### config.mk
export PLATFORM = sky130hd
export DESIGN_NAME = pwm_capture
export DESIGN_NICKNAME = d
export VERILOG_FILES = /design/src/rtl/pwm_capture.sv
export SDC_FILE = /design/constraint.sdc
export NUM_CORES = 1
export LEC_CHECK = 0
export CORE_MARGIN = 1
export CORE_UTILIZATION = 40
export DETAILED_ROUTE_END_ITERATION = 8
export GPL_ROUTABILITY_DRIVEN = 0
export GPL_TIMING_DRIVEN = 0
export SLEW_MARGIN = 20
export SYNTH_ARGS = -nofsm -noshare
export SYNTH_HDL_FRONTEND = slang
export SYNTH_SLANG_ARGS = --single-unit
### constraint.sdc
create_clock -name clockIn -period 3.2 [get_ports clockIn]
set_input_delay 0.64 -clock clockIn [delete_from_list [all_inputs] [get_ports clockIn]]
set_output_delay 0.64 -clock clockIn [all_outputs]
set_load 0.03 [all_outputs]
### src/rtl/pwm_capture.sv
// PWM capture: measures period (rise-to-rise) and high time (rise-to-fall) of
// pwm_in in timebase ticks and publishes one result per complete period.
//
// state     | meaning
// IDLE      | disabled or just reset; counters held at zero
// WAIT_RISE | armed; first rise starts a measurement that is never published
// HIGH      | counting the high phase; fall latches the high time
// LOW       | counting the low phase; next rise publishes period and high time
module pwm_capture #(
   parameter int COUNTER_WIDTH = 16
) (
   input  logic                     clockIn,
   input  logic                     reset,
   input  logic                     enable,
   input  logic                     timebase,
   input  logic                     pwm_in,
   output logic [COUNTER_WIDTH-1:0] period_out,
   output logic [COUNTER_WIDTH-1:0] high_out,
   output logic                     valid,
   output logic                     timeout,
   output logic                     signal_lost,
   output logic                     level_out
);

   typedef enum logic [1:0] {
      ST_IDLE,
      ST_WAIT_RISE,
      ST_HIGH,
      ST_LOW
   } state_t;

   localparam logic [COUNTER_WIDTH-1:0] CNT_MAX = '1;

   state_t                   state_q, state_d;
   logic                     s1_q, s1_d, s2_q, s2_d, s3_q, s3_d;
   logic [COUNTER_WIDTH-1:0] cnt_q, cnt_d;
   logic [COUNTER_WIDTH-1:0] high_lat_q, high_lat_d;
   logic [COUNTER_WIDTH-1:0] period_q, period_d;
   logic [COUNTER_WIDTH-1:0] high_q, high_d;
   logic                     valid_q, valid_d;
   logic                     timeout_q, timeout_d;
   logic                     lost_q, lost_d;

   logic                     rise, fall, sat;
   logic [COUNTER_WIDTH-1:0] tick, cnt_inc;

   assign rise    = s2_q & ~s3_q;
   assign fall    = ~s2_q & s3_q;
   assign tick    = {{(COUNTER_WIDTH-1){1'b0}}, timebase};
   assign cnt_inc = cnt_q + tick;
   // A tick that would carry past MAX ends the measurement instead of wrapping.
   assign sat     = timebase & (cnt_q == CNT_MAX);

   always_comb begin
      s1_d       = pwm_in;
      s2_d       = s1_q;
      s3_d       = s2_q;
      state_d    = state_q;
      cnt_d      = cnt_q;
      high_lat_d = high_lat_q;
      period_d   = period_q;
      high_d     = high_q;
      valid_d    = 1'b0;
      timeout_d  = 1'b0;
      lost_d     = lost_q;

      if (!enable) begin
         state_d    = ST_IDLE;
         cnt_d      = '0;
         high_lat_d = '0;
      end else begin
         case (state_q)
            ST_IDLE: begin
               cnt_d   = '0;
               state_d = ST_WAIT_RISE;
            end
            ST_WAIT_RISE: begin
               cnt_d = '0;
               if (rise) begin
                  cnt_d   = tick;
                  state_d = ST_HIGH;
               end
            end
            ST_HIGH: begin
               if (sat) begin
                  timeout_d = 1'b1;
                  lost_d    = 1'b1;
                  cnt_d     = '0;
                  state_d   = ST_WAIT_RISE;
               end else if (fall) begin
                  high_lat_d = cnt_q;
                  cnt_d      = cnt_inc;
                  state_d    = ST_LOW;
               end else begin
                  cnt_d = cnt_inc;
               end
            end
            ST_LOW: begin
               if (sat) begin
                  timeout_d = 1'b1;
                  lost_d    = 1'b1;
                  cnt_d     = '0;
                  state_d   = ST_WAIT_RISE;
               end else if (rise) begin
                  period_d = cnt_q;
                  high_d   = high_lat_q;
                  valid_d  = 1'b1;
                  lost_d   = 1'b0;
                  cnt_d    = tick;
                  state_d  = ST_HIGH;
               end else begin
                  cnt_d = cnt_inc;
               end
            end
            default: begin
               cnt_d   = '0;
               state_d = ST_IDLE;
            end
         endcase
      end
   end

   always_ff @(posedge clockIn) begin
      if (reset) begin
         state_q    <= ST_IDLE;
         s1_q       <= 1'b0;
         s2_q       <= 1'b0;
         s3_q       <= 1'b0;
         cnt_q      <= '0;
         high_lat_q <= '0;
         period_q   <= '0;
         high_q     <= '0;
         valid_q    <= 1'b0;
         timeout_q  <= 1'b0;
         lost_q     <= 1'b0;
      end else begin
         state_q    <= state_d;
         s1_q       <= s1_d;
         s2_q       <= s2_d;
         s3_q       <= s3_d;
         cnt_q      <= cnt_d;
         high_lat_q <= high_lat_d;
         period_q   <= period_d;
         high_q     <= high_d;
         valid_q    <= valid_d;
         timeout_q  <= timeout_d;
         lost_q     <= lost_d;
      end
   end

   assign period_out  = period_q;
   assign high_out    = high_q;
   assign valid       = valid_q;
   assign timeout     = timeout_q;
   assign signal_lost = lost_q;
   assign level_out   = s2_q;

endmodule

==> qor.yml, run 1 <==
status: "finished, final reports clean"
place_ws_ns: 0.3494
crit-reg2reg-launch: "cnt_q[0]"
syn_to_final_growth_pct: 20.81
netlist_area_mm2: 0.003855
start_util_pct: 41.52
grt_pass1_vias: 3681
hold_viol: 0
reg2reg_setup_slack_ns: 0.96
antenna_found_initial: 0
synth_nets: 452
synth-edff-count: 0
vias: 3917
synth.largest_area_cell: "dfxtp_1"
routed_via_density: 6.217
die_x_um: 100.2
synthFlopType: "dfxtp_1"
cts_sinks: 72
cts_buffers: 9
fin_ws_ns: 0.6532
start_kind: "primary input"
crit_start: "timebase"
hp-start: "s1_q"
cts_setup_buffers: 0
power.density_mw_per_mm2: 391.6
r2r_cells: 6
maxCapViolCount: 0
critPathMaxStageDelay_ns: 0.55
avgSynthCellArea_um2: 8.663
slowest_stage: "clkdlybuf4s50_1"
hpwl_um: 8367
root_buffer: "clkbuf_8"
cp_max_fo: 10
drcViolationCount: 0
die_y_um: 100.2
ys_seq_area_share_pct: 37.39
io_buffers: 40
wl_per_cell_um: 18.87
max_freq_mhz: 392.7
fin_skew_ns: 0.009837
yosysTopAreaCellShare_pct: 37.39
hold_path_class: "flop to flop"
max-vdd-ir-drop_uv: 201.5
grt-ovfl-total: 0
dieArea_mm2: 0.01003
rows: 35
layout.nets: 503
timing.rr.end: "high_out[6]"
antenna_cells: 0
final_common_cell: "dfxtp_1"
crit_family: "buffers and inverters"
mostFrequentLayoutCells: "dfxtp_1 (72), clkbuf_1 (40), clkdlybuf4s50_1 (40)"
drtPass1Iterations: 7
crit_path_end_kind: "flop"
critical_path_arrival_ns: 2.80
fin_crit_sh_pct: 79.59
path_buf_inv: 4
drtIter0Drc: 299
ant_nets: 0
holdPathStages: 1
core-area_mm2: 0.009284
worstSetupPathType: "primary input to flop"
setup_viol: 0
cts_buffer_depth: 2
cts_htree_levels: 3
path_clk_slew_ns: 0.07
slew-limit-headroom_pct: 55.93
synthArstFlopShare_pct: 0
yosysWarnings: 0
cp_cell_sequence: "clkdlybuf4s50_1 -> and4_1 -> buf_2 -> buf_1 -> clkbuf_1 -> nand4_1 -> o311ai_1"
grt_use_total_pct: 24.86
drv_slew: 0
tns_ns: 0
syn_inst: 445
worstMarginPinSlew_ns: 0.6522
layout_min_cycle_time_ns: 2.547
grt_pass1_wl_um: 19360
rsz0062_at_grt: "false"
cts_tree: "yes"
synth.distinct_cells: 50
holdPathEnd: "level_out"
p_leak_nw: 1.425
drive_above_1_share_pct: 7.784
synthTopCellsByArea: "dfxtp_1 (37%), o311ai_1 (6.4%), a31oi_1 (5.2%)"
required_ns: 3.45
holdBufCountCts: 0
wirelength_um: 11890
io-pin-count: 41
ctsResizeCount: 0
ys_ff_latch: 72
insertion_delay_ns: 0.36
grt_max_degree: 13
==> stage by stage <==
stage	hold slack, ns	instance area (µm²)	utilization, %	cells	total power (W)
global route	0.4603	4657	50.16	630	0.001892
global placement	0.4179	4417	47.57	614	0.0009786
CTS	0.4481	4657	50.16	630	0.001843
floorplan	0.4138	3855	-	445	0.0009564
finish	0.4424	4657	50.16	630	0.001824
detailed placement	0.4299	4417	47.57	614	0.0009794
==> sequential cells by signal, summed over array words and instances (netlist names), 2 cells and up <==
name / flops
high_lat_q: 16
period_out: 16
high_out: 16
cnt_q: 16
state_q: 2
==> routing by layer <==
metal / up-vias / global-route usage (%) / wire length, µm
li1: 1842 / - / -
met1: 1908 / 33.82 / 5486
met2: 150 / 38.88 / 5462
met3: 17 / 4.944 / 740
met4: 0 / 9.365 / 200
met5: - / 0 / 0
==> report_power, final <==
| group | switching, W | internal [W] |
|---|---|---|
| Clock | 0.000361 | 0.000503 |
| Sequential | 0.00000192 | 0.000897 |
| Combinational | 0.0000413 | 0.0000187 |
| Total | 0.000405 | 0.00142 |
==> cells by family (layout without fill, tap and decap cells) <==
group,after synthesis,after routing,share of synthesized area (%)
multiplexers,13,13,3.375
AO/OA/AOI/OAI,95,95,19.38
XOR/XNOR,13,13,2.954
AND/OR/NAND/NOR,181,181,28.47
buffers and inverters,68,124,7.530
flip-flops,72,72,37.39
adder cells (fa/ha/maj),3,3,0.9087
==> Yosys cell counts, types with 8 or more instances <==
cell type	instances
and3_1	16
nand3_1	31
mux2i_1	13
o311ai_1	28
a311o_1	13
buf_2	10
inv_1	8
nor2_1	19
nand2b_1	28
nor4_1	32
dfxtp_1	72
a31oi_1	32
nand4_1	32
clkbuf_1	40
==> worst reg2reg max path: stages (launching register included) <==
cell and delay, ns:
dfxtp_1 0.51, and4_1 0.23, buf_2 0.24, buf_1 0.44
clkbuf_1 0.45, nand4_1 0.16, o311ai_1 0.11
==> worst max-delay path by stage <==
stage,to,depth (start not counted)
after floorplan,high_out[0],6
after global placement,high_out[5],7
after detailed placement,high_out[2],7
after CTS,high_out[6],7
after global routing,high_out[5],7
final,high_out[6],7
==> cell type report <==
cell class	instances	area (µm²)
clock inverter	4	75.07
fill	882	4627
clock buffer	12	165.2
buffer	59	256.5
multi-input combinational	305	2123
inverter	9	33.78
sequential	72	1441
timing repair buffer	40	400.4
tap	129	161.4
Note: power is estimated with default switching activity, not from simulation.
==> inputs of run 2 (changes only) <==
==> constraint.sdc (replaced) <==
create_clock -name clockIn -period 2.3 [get_ports clockIn]
set_input_delay 0.46 -clock clockIn [delete_from_list [all_inputs] [get_ports clockIn]]
set_output_delay 0.46 -clock clockIn [all_outputs]
set_load 0.03 [all_outputs]
==> run 2 against run 1 <==
Non-clock buffer count fell by 1. Die area unchanged. Worst setup slack worse by 0.50 ns. Clock-buffer cell count did not move. Wire length rose by 0.22%. Critical path type unchanged. Highest routed layer unchanged.
==> qor.yml, run 2 (synthesized netlist as in run 1, its figures left out) <==
slowest_stage: "clkdlybuf4s50_1"
fin_crit_sh_pct: 93.27
top_layer_used: "met4"
cts_buffers: 9  # unchanged
drv_slew: 0  # unchanged
wl_met2_um: 5411  # -0.93%
power.density_mw_per_mm2: 545.3  # +39%
drtPass1Iterations: 6  # -1
core-area_mm2: 0.009284  # unchanged
cts_sinks: 72  # unchanged
p_leak_nw: 1.430  # +0.40%
layout_min_cycle_time_ns: 2.145
nFillCells: 885  # +0.34%
cp_max_fo: 10  # unchanged
wl_met3_um: 841  # +14%
final_common_cell: "dfxtp_1"
drcViolationCount: 0  # unchanged
die_x_um: 100.2  # unchanged
vias: 3911  # -0.15%
wirelength_um: 11920  # +0.22%
mostFrequentLayoutCells: "dfxtp_1 (72), clkdlybuf4s50_1 (40), clkbuf_1 (38)"
layout.nets: 502  # -0.20%
cts_tree: "yes"
dieArea_mm2: 0.01003  # unchanged
crit_path_end_kind: "flop"
cts_buffer_depth: 2  # unchanged
maxCapViolCount: 0  # unchanged
routed_via_density: 6.218  # about the same
grt_pass1_wl_um: 19360  # unchanged
worstSetupPathType: "primary input to flop"
cts_setup_buffers: 0  # unchanged
slew-limit-headroom_pct: 55.80  # -0.13 points
wl_met1_um: 5459  # -0.49%
cp_cell_sequence: "clkdlybuf4s50_1 -> and4_1 -> buf_2 -> clkbuf_2 -> clkbuf_1 -> nand4_1 -> o311ai_1"
syn_to_final_growth_pct: 20.77  # about the same
hpwl_um: 8367  # unchanged
start_kind: "primary input"
finalPower_w: 0.002539  # +39%
required_ns: 2.56  # -0.89 ns
root_buffer: "clkbuf_8"
grt-ovfl-total: 0  # unchanged
rsz0062_at_grt: "false"
insertion_delay_ns: 0.36  # about the same
rows: 35  # unchanged
worstMarginPinSlew_ns: 0.6540  # +0.001874 ns
die_y_um: 100.2  # unchanged
io-pin-count: 41  # unchanged
hold_path_class: "flop to flop"
wl_per_cell_um: 18.94  # +0.38%
start_util_pct: 41.52  # unchanged
drtIter0Drc: 296  # -1.0%
hold_viol: 0  # unchanged
grt_use_total_pct: 24.86  # unchanged
ant_nets: 0  # unchanged
max-vdd-ir-drop_uv: 280.3  # +39%
critPathMaxStageDelay_ns: 0.56  # about the same
fin_skew_ns: 0.009293  # -0.0005433 ns
fin_util_pct: 50.15  # about the same
antenna_found_initial: 0  # unchanged
grt_max_degree: 13  # unchanged
drive_above_1_share_pct: 8.200  # +0.42 points
status: "finished, final reports clean"
io_buffers: 40  # unchanged
critical_path_arrival_ns: 2.40  # -0.40 ns
max_freq_mhz: 466.2
setup_viol: 0  # unchanged
antenna_cells: 0  # unchanged
path_clk_slew_ns: 0.08  # about the same
grt_pass1_vias: 3681  # unchanged
cts_htree_levels: 3  # unchanged
==> run 2: cell count changes in the layout (fill, tap and decap cells not counted) <==
cell	change
clkbuf_1	-2
clkbuf_2	+2
buf_1	-1
==> run 2: path summary, 6_finish.rpt <==
check / startpoint / endpoint / slack (ns) / depth (start not counted)
hold reg to reg: s1_q / level_out / 0.44 / 1
setup reg to reg: cnt_q[6] / high_lat_q[14] / 0.22 / 5
setup / recovery: timebase / period_out[4] / 0.15 / 7
hold / removal: s1_q / level_out / 0.44 / 1
==> run 2: worst max-delay path: cells and delay by family <==
family                 cells  cell delay [ns]
AND/OR/NAND/NOR            2             0.36
AO/OA/AOI/OAI              1             0.10
buffers and inverters      4             1.48
==> run 2: metal layers <==
layer  track usage (%)  up-vias
met2             38.88      188
met5                 0        -
met3             4.944       16
li1                  -     1840
met4             9.365        0
met1             33.82     1867
==> run 2: report_power, final <==
group          internal, W  leakage [nW]  switching, W   total, W
Clock             0.000700         0.115      0.000504    0.00120
Sequential         0.00125         0.580    0.00000268    0.00125
Combinational    0.0000261         0.735     0.0000582  0.0000842
==> run 2: layout make-up <==
type | instances | area (µm²) | share of cell area (%)
Clock inverter | 4 | 75.07 | 1.612
Buffer | 58 | 255.2 | 5.482
Inverter | 9 | 33.78 | 0.7256
Tap cell | 129 | 161.4 | 3.467
Clock buffer | 12 | 165.2 | 3.547
Timing Repair Buffer | 40 | 400.4 | 8.600
Multi-Input combinational cell | 305 | 2123 | 45.61
Sequential cell | 72 | 1441 | 30.96
==> run 2: repair_timing <==
item	4_1_cts	5_1_grt
setup endpoints to repair	0	25
gates resized for setup	0	3
hold buffers	0	0
==> run 2: per-stage QoR <==
| stage | hold WS [ns] | instance area [µm²] | setup WS [ns] | instances | TNS, ns |
|---|---|---|---|---|---|
| after global routing | 0.4603 | 4656 | 0.02651 | 629 | 0 |
| after global placement | 0.4179 | 4417 | -0.3547 | 614 | -8.550 |
| after floorplan | 0.4138 | 3855 | 0.5580 | 445 | 0 |
| after detailed placement | 0.4299 | 4417 | -0.3706 | 614 | -8.552 |
| final | 0.4424 | 4656 | 0.1549 | 629 | 0 |
| after CTS | 0.4481 | 4657 | 0.002622 | 630 | 0 |
